[src/rtl/mem_port_arbiter.sv]
// mem_port_arbiter
// Shares one unified memory port between instruction fetch (IF) and data
// access (MEM). Data has priority. A starvation counter forces a fetch grant
// after STARVE_LIMIT consecutive data grants made while fetch was waiting.
// A BUSY-state timer aborts a transaction that memory never acknowledges.
//
// Ports:
//   clk, rst_n                   clock (rising edge), async active-low reset
//   if_req/if_addr               fetch request side
//   if_rdata/if_ack              fetch response (ack is a one-cycle pulse)
//   d_req/d_we/d_be/d_addr/d_wdata  data request side
//   d_rdata/d_ack                data response (ack is a one-cycle pulse)
//   m_req/m_we/m_be/m_addr/m_wdata  memory request, held until ack or abort
//   m_rdata/m_ack                memory response
//   owner                        current/last grant: 0=fetch, 1=data
//   timeout_err                  pulses with the ack of an aborted transaction
module mem_port_arbiter #(
  parameter int ADDR_W       = 32,
  parameter int DATA_W       = 32,
  parameter int STARVE_LIMIT = 4,
  parameter int TIMEOUT      = 255
) (
  input  logic                  clk,
  input  logic                  rst_n,
  input  logic                  if_req,
  input  logic [ADDR_W-1:0]     if_addr,
  output logic [DATA_W-1:0]     if_rdata,
  output logic                  if_ack,
  input  logic                  d_req,
  input  logic                  d_we,
  input  logic [DATA_W/8-1:0]   d_be,
  input  logic [ADDR_W-1:0]     d_addr,
  input  logic [DATA_W-1:0]     d_wdata,
  output logic [DATA_W-1:0]     d_rdata,
  output logic                  d_ack,
  output logic                  m_req,
  output logic                  m_we,
  output logic [DATA_W/8-1:0]   m_be,
  output logic [ADDR_W-1:0]     m_addr,
  output logic [DATA_W-1:0]     m_wdata,
  input  logic [DATA_W-1:0]     m_rdata,
  input  logic                  m_ack,
  output logic                  owner,
  output logic                  timeout_err
);

  localparam int BE_W  = DATA_W / 8;
  localparam int TMR_W = (TIMEOUT > 1) ? $clog2(TIMEOUT) : 1;
  localparam logic [TMR_W-1:0] TMR_LAST   = (TIMEOUT > 0) ? TMR_W'(TIMEOUT - 1) : {TMR_W{1'b0}};
  localparam logic             TMO_EN     = (TIMEOUT != 0);
  localparam logic [3:0]       STARVE_LIM = 4'(STARVE_LIMIT);

  typedef enum logic [1:0] {
    ST_IDLE = 2'd0,
    ST_BUSY = 2'd1,
    ST_RESP = 2'd2
  } state_e;

  state_e              state_q, state_d;
  logic [3:0]          starve_cnt_q, starve_cnt_d;
  logic [TMR_W-1:0]    timer_q, timer_d;
  logic                m_req_q, m_req_d;
  logic                m_we_q, m_we_d;
  logic [BE_W-1:0]     m_be_q, m_be_d;
  logic [ADDR_W-1:0]   m_addr_q, m_addr_d;
  logic [DATA_W-1:0]   m_wdata_q, m_wdata_d;
  logic                owner_q, owner_d;
  logic                if_ack_q, if_ack_d;
  logic                d_ack_q, d_ack_d;
  logic [DATA_W-1:0]   if_rdata_q, if_rdata_d;
  logic [DATA_W-1:0]   d_rdata_q, d_rdata_d;
  logic                timeout_err_q, timeout_err_d;
  logic                grant_data_s;

  // Data wins unless fetch is waiting and has been passed over STARVE_LIMIT times.
  assign grant_data_s = d_req && !(if_req && (starve_cnt_q == STARVE_LIM));

  // Next-state, arbitration, timer and response computation.
  always_comb begin
    state_d       = state_q;
    starve_cnt_d  = starve_cnt_q;
    timer_d       = timer_q;
    m_req_d       = m_req_q;
    m_we_d        = m_we_q;
    m_be_d        = m_be_q;
    m_addr_d      = m_addr_q;
    m_wdata_d     = m_wdata_q;
    owner_d       = owner_q;
    if_rdata_d    = if_rdata_q;
    d_rdata_d     = d_rdata_q;
    if_ack_d      = 1'b0;
    d_ack_d       = 1'b0;
    timeout_err_d = 1'b0;

    case (state_q)
      ST_IDLE: begin
        timer_d = {TMR_W{1'b0}};
        if (if_req || d_req) begin
          state_d = ST_BUSY;
          m_req_d = 1'b1;
          owner_d = grant_data_s;
          if (grant_data_s) begin
            m_we_d    = d_we;
            m_be_d    = d_be;
            m_addr_d  = d_addr;
            m_wdata_d = d_wdata;
            // Only a data grant that bypasses a waiting fetch counts toward starvation.
            if (!if_req) begin
              starve_cnt_d = 4'd0;
            end else if (starve_cnt_q < STARVE_LIM) begin
              starve_cnt_d = starve_cnt_q + 4'd1;
            end else begin
              starve_cnt_d = STARVE_LIM;
            end
          end else begin
            m_we_d       = 1'b0;
            m_be_d       = {BE_W{1'b1}};
            m_addr_d     = if_addr;
            m_wdata_d    = {DATA_W{1'b0}};
            starve_cnt_d = 4'd0;
          end
        end else begin
          starve_cnt_d = 4'd0;
        end
      end

      ST_BUSY: begin
        if (m_ack) begin
          m_req_d = 1'b0;
          state_d = ST_RESP;
          timer_d = timer_q + TMR_W'(1'b1);
          if (owner_q) begin
            d_rdata_d = m_rdata;
            d_ack_d   = 1'b1;
          end else begin
            if_rdata_d = m_rdata;
            if_ack_d   = 1'b1;
          end
        end else if (TMO_EN && (timer_q == TMR_LAST)) begin
          // Abort: hand the owner a zero word flagged with timeout_err.
          m_req_d       = 1'b0;
          state_d       = ST_RESP;
          timeout_err_d = 1'b1;
          timer_d       = timer_q;
          if (owner_q) begin
            d_rdata_d = {DATA_W{1'b0}};
            d_ack_d   = 1'b1;
          end else begin
            if_rdata_d = {DATA_W{1'b0}};
            if_ack_d   = 1'b1;
          end
        end else if (TMO_EN) begin
          timer_d = timer_q + TMR_W'(1'b1);
        end else begin
          timer_d = timer_q;
        end
      end

      ST_RESP: begin
        // No arbitration here, so the just-acknowledged req cannot be regranted.
        state_d = ST_IDLE;
        timer_d = {TMR_W{1'b0}};
      end

      default: begin
        state_d = ST_IDLE;
        m_req_d = 1'b0;
        timer_d = {TMR_W{1'b0}};
      end
    endcase
  end

  // State and output registers with asynchronous reset.
  always_ff @(posedge clk or negedge rst_n) begin
    if (!rst_n) begin
      state_q       <= ST_IDLE;
      starve_cnt_q  <= 4'd0;
      timer_q       <= {TMR_W{1'b0}};
      m_req_q       <= 1'b0;
      m_we_q        <= 1'b0;
      m_be_q        <= {BE_W{1'b0}};
      m_addr_q      <= {ADDR_W{1'b0}};
      m_wdata_q     <= {DATA_W{1'b0}};
      owner_q       <= 1'b0;
      if_rdata_q    <= {DATA_W{1'b0}};
      d_rdata_q     <= {DATA_W{1'b0}};
      if_ack_q      <= 1'b0;
      d_ack_q       <= 1'b0;
      timeout_err_q <= 1'b0;
    end else begin
      state_q       <= state_d;
      starve_cnt_q  <= starve_cnt_d;
      timer_q       <= timer_d;
      m_req_q       <= m_req_d;
      m_we_q        <= m_we_d;
      m_be_q        <= m_be_d;
      m_addr_q      <= m_addr_d;
      m_wdata_q     <= m_wdata_d;
      owner_q       <= owner_d;
      if_rdata_q    <= if_rdata_d;
      d_rdata_q     <= d_rdata_d;
      if_ack_q      <= if_ack_d;
      d_ack_q       <= d_ack_d;
      timeout_err_q <= timeout_err_d;
    end
  end

  assign m_req       = m_req_q;
  assign m_we        = m_we_q;
  assign m_be        = m_be_q;
  assign m_addr      = m_addr_q;
  assign m_wdata     = m_wdata_q;
  assign owner       = owner_q;
  assign if_rdata    = if_rdata_q;
  assign d_rdata     = d_rdata_q;
  assign if_ack      = if_ack_q;
  assign d_ack       = d_ack_q;
  assign timeout_err = timeout_err_q;

endmodule

[config.mk]
export PLATFORM = sky130hd
export DESIGN_NAME = mem_port_arbiter
export DESIGN_NICKNAME = d
export VERILOG_FILES = /design/src/rtl/mem_port_arbiter.sv
export SDC_FILE = /design/constraint.sdc
export NUM_CORES = 1
export LEC_CHECK = 0
export ABC_AREA = 0
export ABC_CLOCK_PERIOD_IN_PS = 2000
export CAP_MARGIN = 20
export CORE_MARGIN = 8
export CORE_UTILIZATION = 45
export CTS_BUF_LIST = sky130_fd_sc_hd__clkbuf_8
export CTS_CLUSTER_SIZE = 28
export DETAILED_ROUTE_END_ITERATION = 12
export HOLD_SLACK_MARGIN = 0.1
export MAX_ROUTING_LAYER = met4
export PLACE_DENSITY = 0.83
export SYNTH_ARGS = -nofsm -noshare
export SYNTH_HDL_FRONTEND = slang
export SYNTH_SLANG_ARGS = --single-unit
export TNS_END_PERCENT = 5
[constraint.sdc]
create_clock -name clk -period 2 [get_ports clk]
set_clock_uncertainty 0.1 [all_clocks]
set_input_delay 0.2 -clock clk [delete_from_list [all_inputs] [get_ports clk]]
set_output_delay 0.2 -clock clk [all_outputs]
set_load 0.1 [all_outputs]
After elaboration in Yosys (flattened, before gate mapping)
Index checks and enable logic that the tools add are counted. Widths: inputs -> output; s select.

Add/sub/neg operators: 2. Multipliers: 0. Divide/modulo/power cells: 0. $lt $le $gt $ge: 1. Eq/ne operators: 7. Shift operators: 0. Muxes and demuxes: 38. Bitwise gates (word level): 2. Reduce and logical (&&, ||, !) cells: 11.

Operators with widths (number): $mux 32 (10); $mux 8 (3); $mux 4 (5); $mux 1 (15); $reduce_and 3->1 (3); $add 8x1->8 const B (1); $eq 8x8->1 const B (1); $mux 2 (3); $ne 3x3->1 const B (2); $add 4x1->4 const B (1); $eq 4x3->1 const B (1); $lt 4x3->1 const B (1); $pmux 2 s2 (1); $reduce_and 2->1 (2); $pmux 1 s3 (1); $eq 2x1->1 const B (1); $eq 2x2->1 const B (1); $logic_and 1x1->1 (2); $logic_not 2->1 (1); $ne 2x2->1 const B (1); $not 1->1 (2); $reduce_bool 2->1 (1); $logic_not 1->1 (1); $logic_or 1x1->1 (1).

Register bits: 152. Bits in latches: 0. Memory bits (writable): 0. Memory bits (read-only): 0. Input bits: 138. Output and inout bits: 138. Logic and storage cells: 75. Memories kept: 0.

Depth between registers and ports, before layout
Gate-level depths: netlist of the first run.

Depth in word-level cells: 6. Depth in mapped cells: 7. Mapped depth without buffers: 5.

Worst setup path after synthesis of the first run
Ideal clock, no wire load.

Kind: reg2reg. Start point: reg owner_q, in the netlist owner. End point: reg if_rdata_q[11], in the netlist if_rdata[11]. Library setup time: 0.127 ns. Arrival: 1.788 ns. Required time: 1.773 ns. Setup slack: -0.014 ns. Stages on the path, launching flop included: 6. Path buffers: 2. Clock period less this slack: 2.014 ns. Cell sequence: dfrtp_1 -> or3b_1 -> buf_2 -> buf_6 -> a22oi_1 -> o21ai_2.

Word-level cells in the longest chain between the ends: 2.

Ends and longest elaborated chain: from (decl) (line 67) `logic owner_q, owner_d;`; from (signal assigned) (line 199) `owner_q <= owner_d;`; $not 1->1 (no line); $reduce_and 3->1 (no line); to (signal assigned) (line 185) `if_rdata_q <= {DATA_W{1'b0}};`; to (signal assigned) (line 200) `if_rdata_q <= if_rdata_d;`; to (decl) (line 70) `logic [DATA_W-1:0] if_rdata_q, if_rdata_d;`.

No other way between the ends. A chain may end at the register's enable or synchronous reset.

Worst setup path in the final report of the first run
Start point: reg timer_q[0]. End point: reg m_req_q, in the netlist m_req.

Word-level cells in the longest chain between the ends: 3.

Ends and longest elaborated chain: from (decl) (line 61) `logic [TMR_W-1:0] timer_q, timer_d;`; from (signal assigned) (line 178) `timer_q <= {TMR_W{1'b0}};`; from (signal assigned) (line 193) `timer_q <= timer_d;`; $eq 8x8->1 (line 139) `end else if (TMO_EN && (timer_q == TMR_LAST)) begin`; $ne 3x3->1 (no line); $reduce_and 3->1 (no line); to (signal assigned) (line 194) `m_req_q <= m_req_d;`; to (decl) (line 62) `logic m_req_q, m_req_d;`.

No other way between the ends.

==> results.py, run 1 <==
metrics = {
    "synthesis": {
        "syn_nets": 788,
        "avgSynthCellArea_um2": 11.0,
        "synth_xor_area_frac": 0,
        "synthMuxAreaShare": 0,
        "ys_seq_area_frac": 0.535,
        "synth-simple-area-share": 0.0913,
        "synth-compound-area-share": 0.269,
        "synthFlopType": "dfrtp_1",
        "synth_seq_cells": 152,
        "syn-cell-area_mm2": 0.00712,
        "netlist_instances": 646,
        "synth_top_family_by_area": "compound AO/OA/AOI/OAI gates",
        "synth_cell_types": 48,
        "synthArstFlopShare": 1.00,
        "synth_fa_ha_area_frac": 0.00703,
        "synth_edf_count": 0,
        "yosysWarningCount": 0,
    },
    "drt": {
        "drcViolationCount": 0,
        "drt_iter0_markers": 338,
        "dr_total_vias": 6045,
        "via_per_inst": 5.32,
        "antenna_violating_nets_post_route": 0,
        "wl_mm": 21.4,
        "wire_per_inst_um": 18.8,
        "drt_first_pass_iters": 5,
    },
    "critical_path": {
        "crit_fanout": 50,
        "path_class": "reg2reg",
        "critical_path_required_ns": 2.19,
        "critPathCaptureType": "flip-flop",
        "crit_path_start_kind": "flip-flop",
        "worstPathCellList": "inv_1 -> ha_1 -> nand3_1 -> o21bai_4 -> buf_12 -> a22oi_1",
        "worstPathArrival_ns": 1.95,
        "slowest_delay_ns": 0.43,
        "critPathBufInv": 2,
        "critPathSlowestCell": "dfrtp_1",
        "critPathTopFamily": "flip-flops",
    },
    "die": {
        "die_h_um": 142,
        "core_area_mm2": 0.0157,
        "die_w_um": 142,
        "die_area_mm2": 0.0201,
        "start_util": 0.455,
        "io_pins": 276,
        "fp-row-count": 46,
    },
    "clocking": {
        "clock_sinks": 152,
        "ctsResizeCount": 0,
        "insertion_delay_ns": 0.42,
        "postCtsSetupBuffers": 0,
        "clk_pin_slew_ns": 0.08,
        "cts_buffer_depth": 2,
        "cts_made_buffers": 17,
        "cts_max_level": 4,
        "cts_tree": "yes",
        "cts-root-buf": "clkbuf_8",
    },
    "global_route": {
        "grt-ovfl-total": 0,
        "gr-usage-met3": 0.0853,
        "busiest_layer": "met2",
        "use_met2": 0.341,
        "antenna_found_initial": 0,
        "grtUsageTotal": 0.220,
        "grt_pass1_wl_mm": 34.0,
        "first_global_vias": 6283,
        "grt_use_met1": 0.269,
        "grt_start_max_net_pins": 51,
    },
    "sta": {
        "worst_pin_slew_ns": 0.461,
        "grt_setup_unrepaired": "no",
        "min_period_over_period": 0.880,
        "maxSlewViolCount": 0,
        "max_freq_mhz": 568,
        "finalSetupTns_ns": 0,
        "min_period_ns": 1.76,
        "hold_viol_final": 0,
        "timing.final.ws_setup_ns": 0.241,
        "relSlewSlack": 0.693,
        "setup_viol": 0,
    },
    "layout": {
        "layout_common_cells": "buf_4, dfrtp_1, clkdlybuf4s50_1, inv_1, a22oi_1",
        "final_core_util": 0.652,
        "nets": 1051,
        "area_growth_pct": 43.5,
        "insertedDiodeCount": 0,
        "drive_above_1_share": 0.297,
        "final_common_cell": "buf_4",
        "finish.instance_area_mm2": 0.0102,
    },
    "placed_design": {
        "postPlaceCellArea_mm2": 0.00983,
        "post-place-ws_ns": 0.0954,
        "gp_routability_congestion": 0.781,
        "portBuffers": 275,
        "hpwl_mm": 15.7,
    },
    "run_status": {
        "status": "finished clean",
    },
    "job": {
        "drv_cap": 0,
    },
    "worst_hold_path": {
        "min_path_type": "in2async",
    },
}
sequential cells by signal (all words and copies together), names as in the netlist:
name	flops
d_ack	1
d_rdata	32
if_ack	1
if_rdata	32
m_addr	32
m_be	4
m_req	1
m_wdata	32
m_we	1
owner	1
starve_cnt_q	4
state_q	2
timeout_err	1
timer_q	8
path summary, 6_finish.rpt:
kind / startpoint / end / slack [ns] / cells past startpoint
worst min register to register: m_wdata[2] / m_wdata[2] / 0.41 / 1
min in group clk: d_wdata[14] / m_wdata[14] / 0.27 / 2
worst max register to register: timer_q[0] / m_req / 0.24 / 6
worst max-delay path: timer_q[0] / m_req / 0.24 / 6
worst min-delay path: rst_n / d_rdata[1] / 0.18 / 2
max in group asynchronous: rst_n / m_addr[24] / 0.98 / 3
synth_stat cells (all sizes together) (2+ instances only):
| cell | number | area [um2] |
|---|---|---|
| dfrtp | 152 | 3800 |
| inv | 102 | 383 |
| o21ai | 72 | 435 |
| a22oi | 65 | 583 |
| nand3 | 38 | 190 |
| buf | 36 | 228 |
| a22o | 33 | 289 |
| nand4 | 33 | 213 |
| o221ai | 32 | 468 |
| clkbuf | 23 | 86.3 |
| nand2 | 10 | 37.5 |
| nor2 | 5 | 21.3 |
| ha | 4 | 50.1 |
| o22a | 4 | 35.0 |
| a21oi | 3 | 15.0 |
| and2 | 3 | 18.8 |
| a211oi | 2 | 15.0 |
| a31oi | 2 | 12.5 |
| and3 | 2 | 12.5 |
| and4b | 2 | 20.0 |
| nor4 | 2 | 12.5 |
| nor4bb | 2 | 20.0 |
| o311ai | 2 | 17.5 |
| o41ai | 2 | 17.5 |
| or2 | 2 | 12.5 |
routing by layer:
metal,vias up,wire length [um],share of wire
met5,-,0,0
met4,0,191,0.0089
met3,12,2120,0.099
met2,243,10400,0.49
met1,2921,8620,0.40
li1,2869,-,-
worst reg2reg max path: cells and delay by family, from the launching register on:
family                     cells  cell delay (ns)
buffers and inverters          2             0.38
DFF                            1             0.43
AOI/OAI and AO/OA              2             0.37
and+or+nand+nor                1             0.16
adders and majority gates      1             0.19
metrics by stage:
step	std cells	hold slack (ns)
5_1_grt	1136	0.203
2_1_floorplan	646	-0.196
3_3_place_gp	1105	0.0696
6_report	1136	0.181
3_5_place_dp	1105	0.0723
4_1_cts	1136	0.170
cells by family (layout without fill, tap and decap cells):
| logic type | Yosys count | in the layout |
|---|---|---|
| AND/OR/NAND/NOR | 109 | 109 |
| flip-flops | 152 | 152 |
| AO/OA/AOI/OAI | 220 | 220 |
| buffers and inverters | 161 | 435 |
| adder cells (fa/ha/maj) | 4 | 4 |
area by class of cell:
cell class / instances / area, um2
Clock buffer: 18 / 248
Multi-Input combinational cell: 333 / 2650
Fill cell: 1266 / 5440
Inverter: 102 / 383
Tap cell: 216 / 270
Timing Repair Buffer: 303 / 2730
Sequential cell: 152 / 3800
Clock inverter: 12 / 129
repair_timing:
| item | in CTS | in global routing |
|---|---|---|
| hold endpoints to repair | 152 | 0 |
| hold buffers | 1 | 0 |
| endpoints found under the setup margin | 0 | 0 |
Power of run 1 is left out: the tool's default activity adds up to more than one toggle a clock period on the data nets, which glitch-free logic cannot reach.
==> run 2: changes to the inputs <==
Settings changed: CORE_MARGIN 8 to 3, GPL_TIMING_DRIVEN set to 0.
==> results.py, run 2 (same netlist as run 1, synthesis figures left out) <==
metrics = {
    "global_route": {
        "grt_pass1_wl_mm": 33.6,
        "first_global_vias": 6420,
        "grtUsageTotal": 0.248,
        "grt-ovfl-total": 0,
        "grt_start_max_net_pins": 98,
        "antenna_found_initial": 1,
    },
    "clocking": {
        "cts_max_level": 4,
        "cts-root-buf": "clkbuf_8",
        "cts_tree": "yes",
        "insertion_delay_ns": 0.45,
        "cts_buffer_depth": 2,
        "clk_pin_slew_ns": 0.09,
        "cts_made_buffers": 17,
        "clock_sinks": 152,
    },
    "placed_design": {
        "portBuffers": 275,
        "hpwl_mm": 15.6,
        "dp.cells": 1133,
        "gp_routability_congestion": 0.846,
    },
    "layout": {
        "multiInputGateArea_mm2": 0.00262,
        "layoutNonFillerInstCount": 1167,
        "regArea_mm2": 0.00380,
        "layout_common_cells": "dfrtp_1, clkdlybuf4s50_1, inv_1, clkbuf_2, clkdlybuf4s15_2",
        "num-fill-cells": 1208,
        "nets": 1084,
        "final_core_util": 0.672,
        "drive_above_1_share": 0.263,
        "final_common_cell": "dfrtp_1",
        "area_growth_pct": 44.7,
    },
    "drt": {
        "wl_mm": 21.1,
        "drt_iter0_markers": 452,
        "wl_met1_mm": 8.55,
        "dr_wl_met2_mm": 10.4,
        "drcViolationCount": 0,
        "antenna_violating_nets_post_route": 0,
        "top_layer": "met4",
        "via_per_inst": 5.42,
        "dr_total_vias": 6321,
        "drt_first_pass_iters": 4,
        "wire_per_inst_um": 18.1,
        "dr_wl_met3_mm": 1.69,
    },
    "sta": {
        "finalSetupTns_ns": 0,
        "hold_viol_final": 0,
        "setup_viol": 0,
        "max_freq_mhz": 507,
        "min_period_ns": 1.97,
        "worst_pin_slew_ns": 1.00,
        "relSlewSlack": 0.333,
        "maxSlewViolCount": 0,
        "min_period_over_period": 0.987,
        "grt_setup_unrepaired": "no",
    },
    "die": {
        "core_area_mm2": 0.0153,
        "io_pins": 276,
        "die_area_mm2": 0.0174,
        "die_w_um": 132,
        "start_util": 0.465,
        "die_h_um": 132,
        "fp-row-count": 45,
    },
    "critical_path": {
        "rr_worst_depth": 7,
        "critPathLaunch": "m_addr[15]",
        "path_class": "reg2out",
        "slowest_delay_ns": 0.85,
        "worstPathCellList": "clkdlybuf4s15_1",
        "crit_path_start_kind": "flip-flop",
        "rr_endpoint": "m_wdata[24]",
        "r2r_start": "starve_cnt_q[0]",
        "worstPathArrival_ns": 1.67,
        "critical_path_required_ns": 1.70,
        "critPathCaptureType": "primary output",
        "crit_fanout": 2,
        "critPathSlowestCell": "clkdlybuf4s15_1",
        "critPathTopFamily": "buffers and inverters",
        "reg2reg_slack_ns": 0.12,
        "critPathBufInv": 1,
    },
    "run_status": {
        "status": "finished clean",
    },
    "job": {
        "drv_cap": 0,
    },
    "worst_hold_path": {
        "min_path_type": "in2async",
    },
}
-- run 2: area by class of cell --
class / count / share of cell area
plain buffers: 59 / 0.0305
clock buffers: 17 / 0.0227
inverters: 102 / 0.0372
well taps: 211 / 0.0256
repair buffers: 277 / 0.248
clock inverters: 15 / 0.0115
diodes: 1 / 0.000243
flip-flops and latches: 152 / 0.370
multi-input cells: 333 / 0.255
-- run 2: worst max path at each step --
stage	endpoint	slack, ns	cells after the start
after global routing	m_addr[12]	0.0006	1
final	m_addr[15]	0.03	1
after global placement	owner	-6.25	1
after floorplan	if_rdata[11]	0.21	5
after detailed placement	m_addr[14]	-0.12	6
after CTS	d_rdata[29]	0.00007	1
-- run 2: metal layers --
metal | vias to the layer above | track usage
li1 | 2945 | -
met1 | 3050 | 0.301
met2 | 291 | 0.396
met3 | 35 | 0.0756
met4 | 0 | 0.0904
met5 | - | -
-- run 2: worst register-to-register path, cell delays in order (launching register included) --
cell and delay [ns]:
dfrtp_1 0.43, inv_1 0.07, ha_1 0.19, nand4b_4 0.19, and3_1 0.23, buf_2 0.15, buf_4 0.18, a22o_1 0.24
-- run 2: metrics by stage --
stage | hold WS, ns | area [um2] | setup slack, ns
final | 0.166 | 10300 | 0.0258
after global routing | 0.210 | 10300 | 0.000594
after CTS | 0.167 | 10600 | 0.0000682
after detailed placement | 0.0945 | 10200 | -0.120
after global placement | 0.370 | 10100 | -6.25
after floorplan | -0.196 | 7120 | 0.213
-- run 2: what timing repair did --
item	4_1_cts	5_1_grt
gates cloned	0	0
endpoints found under the hold margin	55	0
hold buffers	1	0
setup endpoints to repair	138	87
gates resized for setup	297	89
buffers inserted	0	0
Power of run 2 is left out for the same reason.
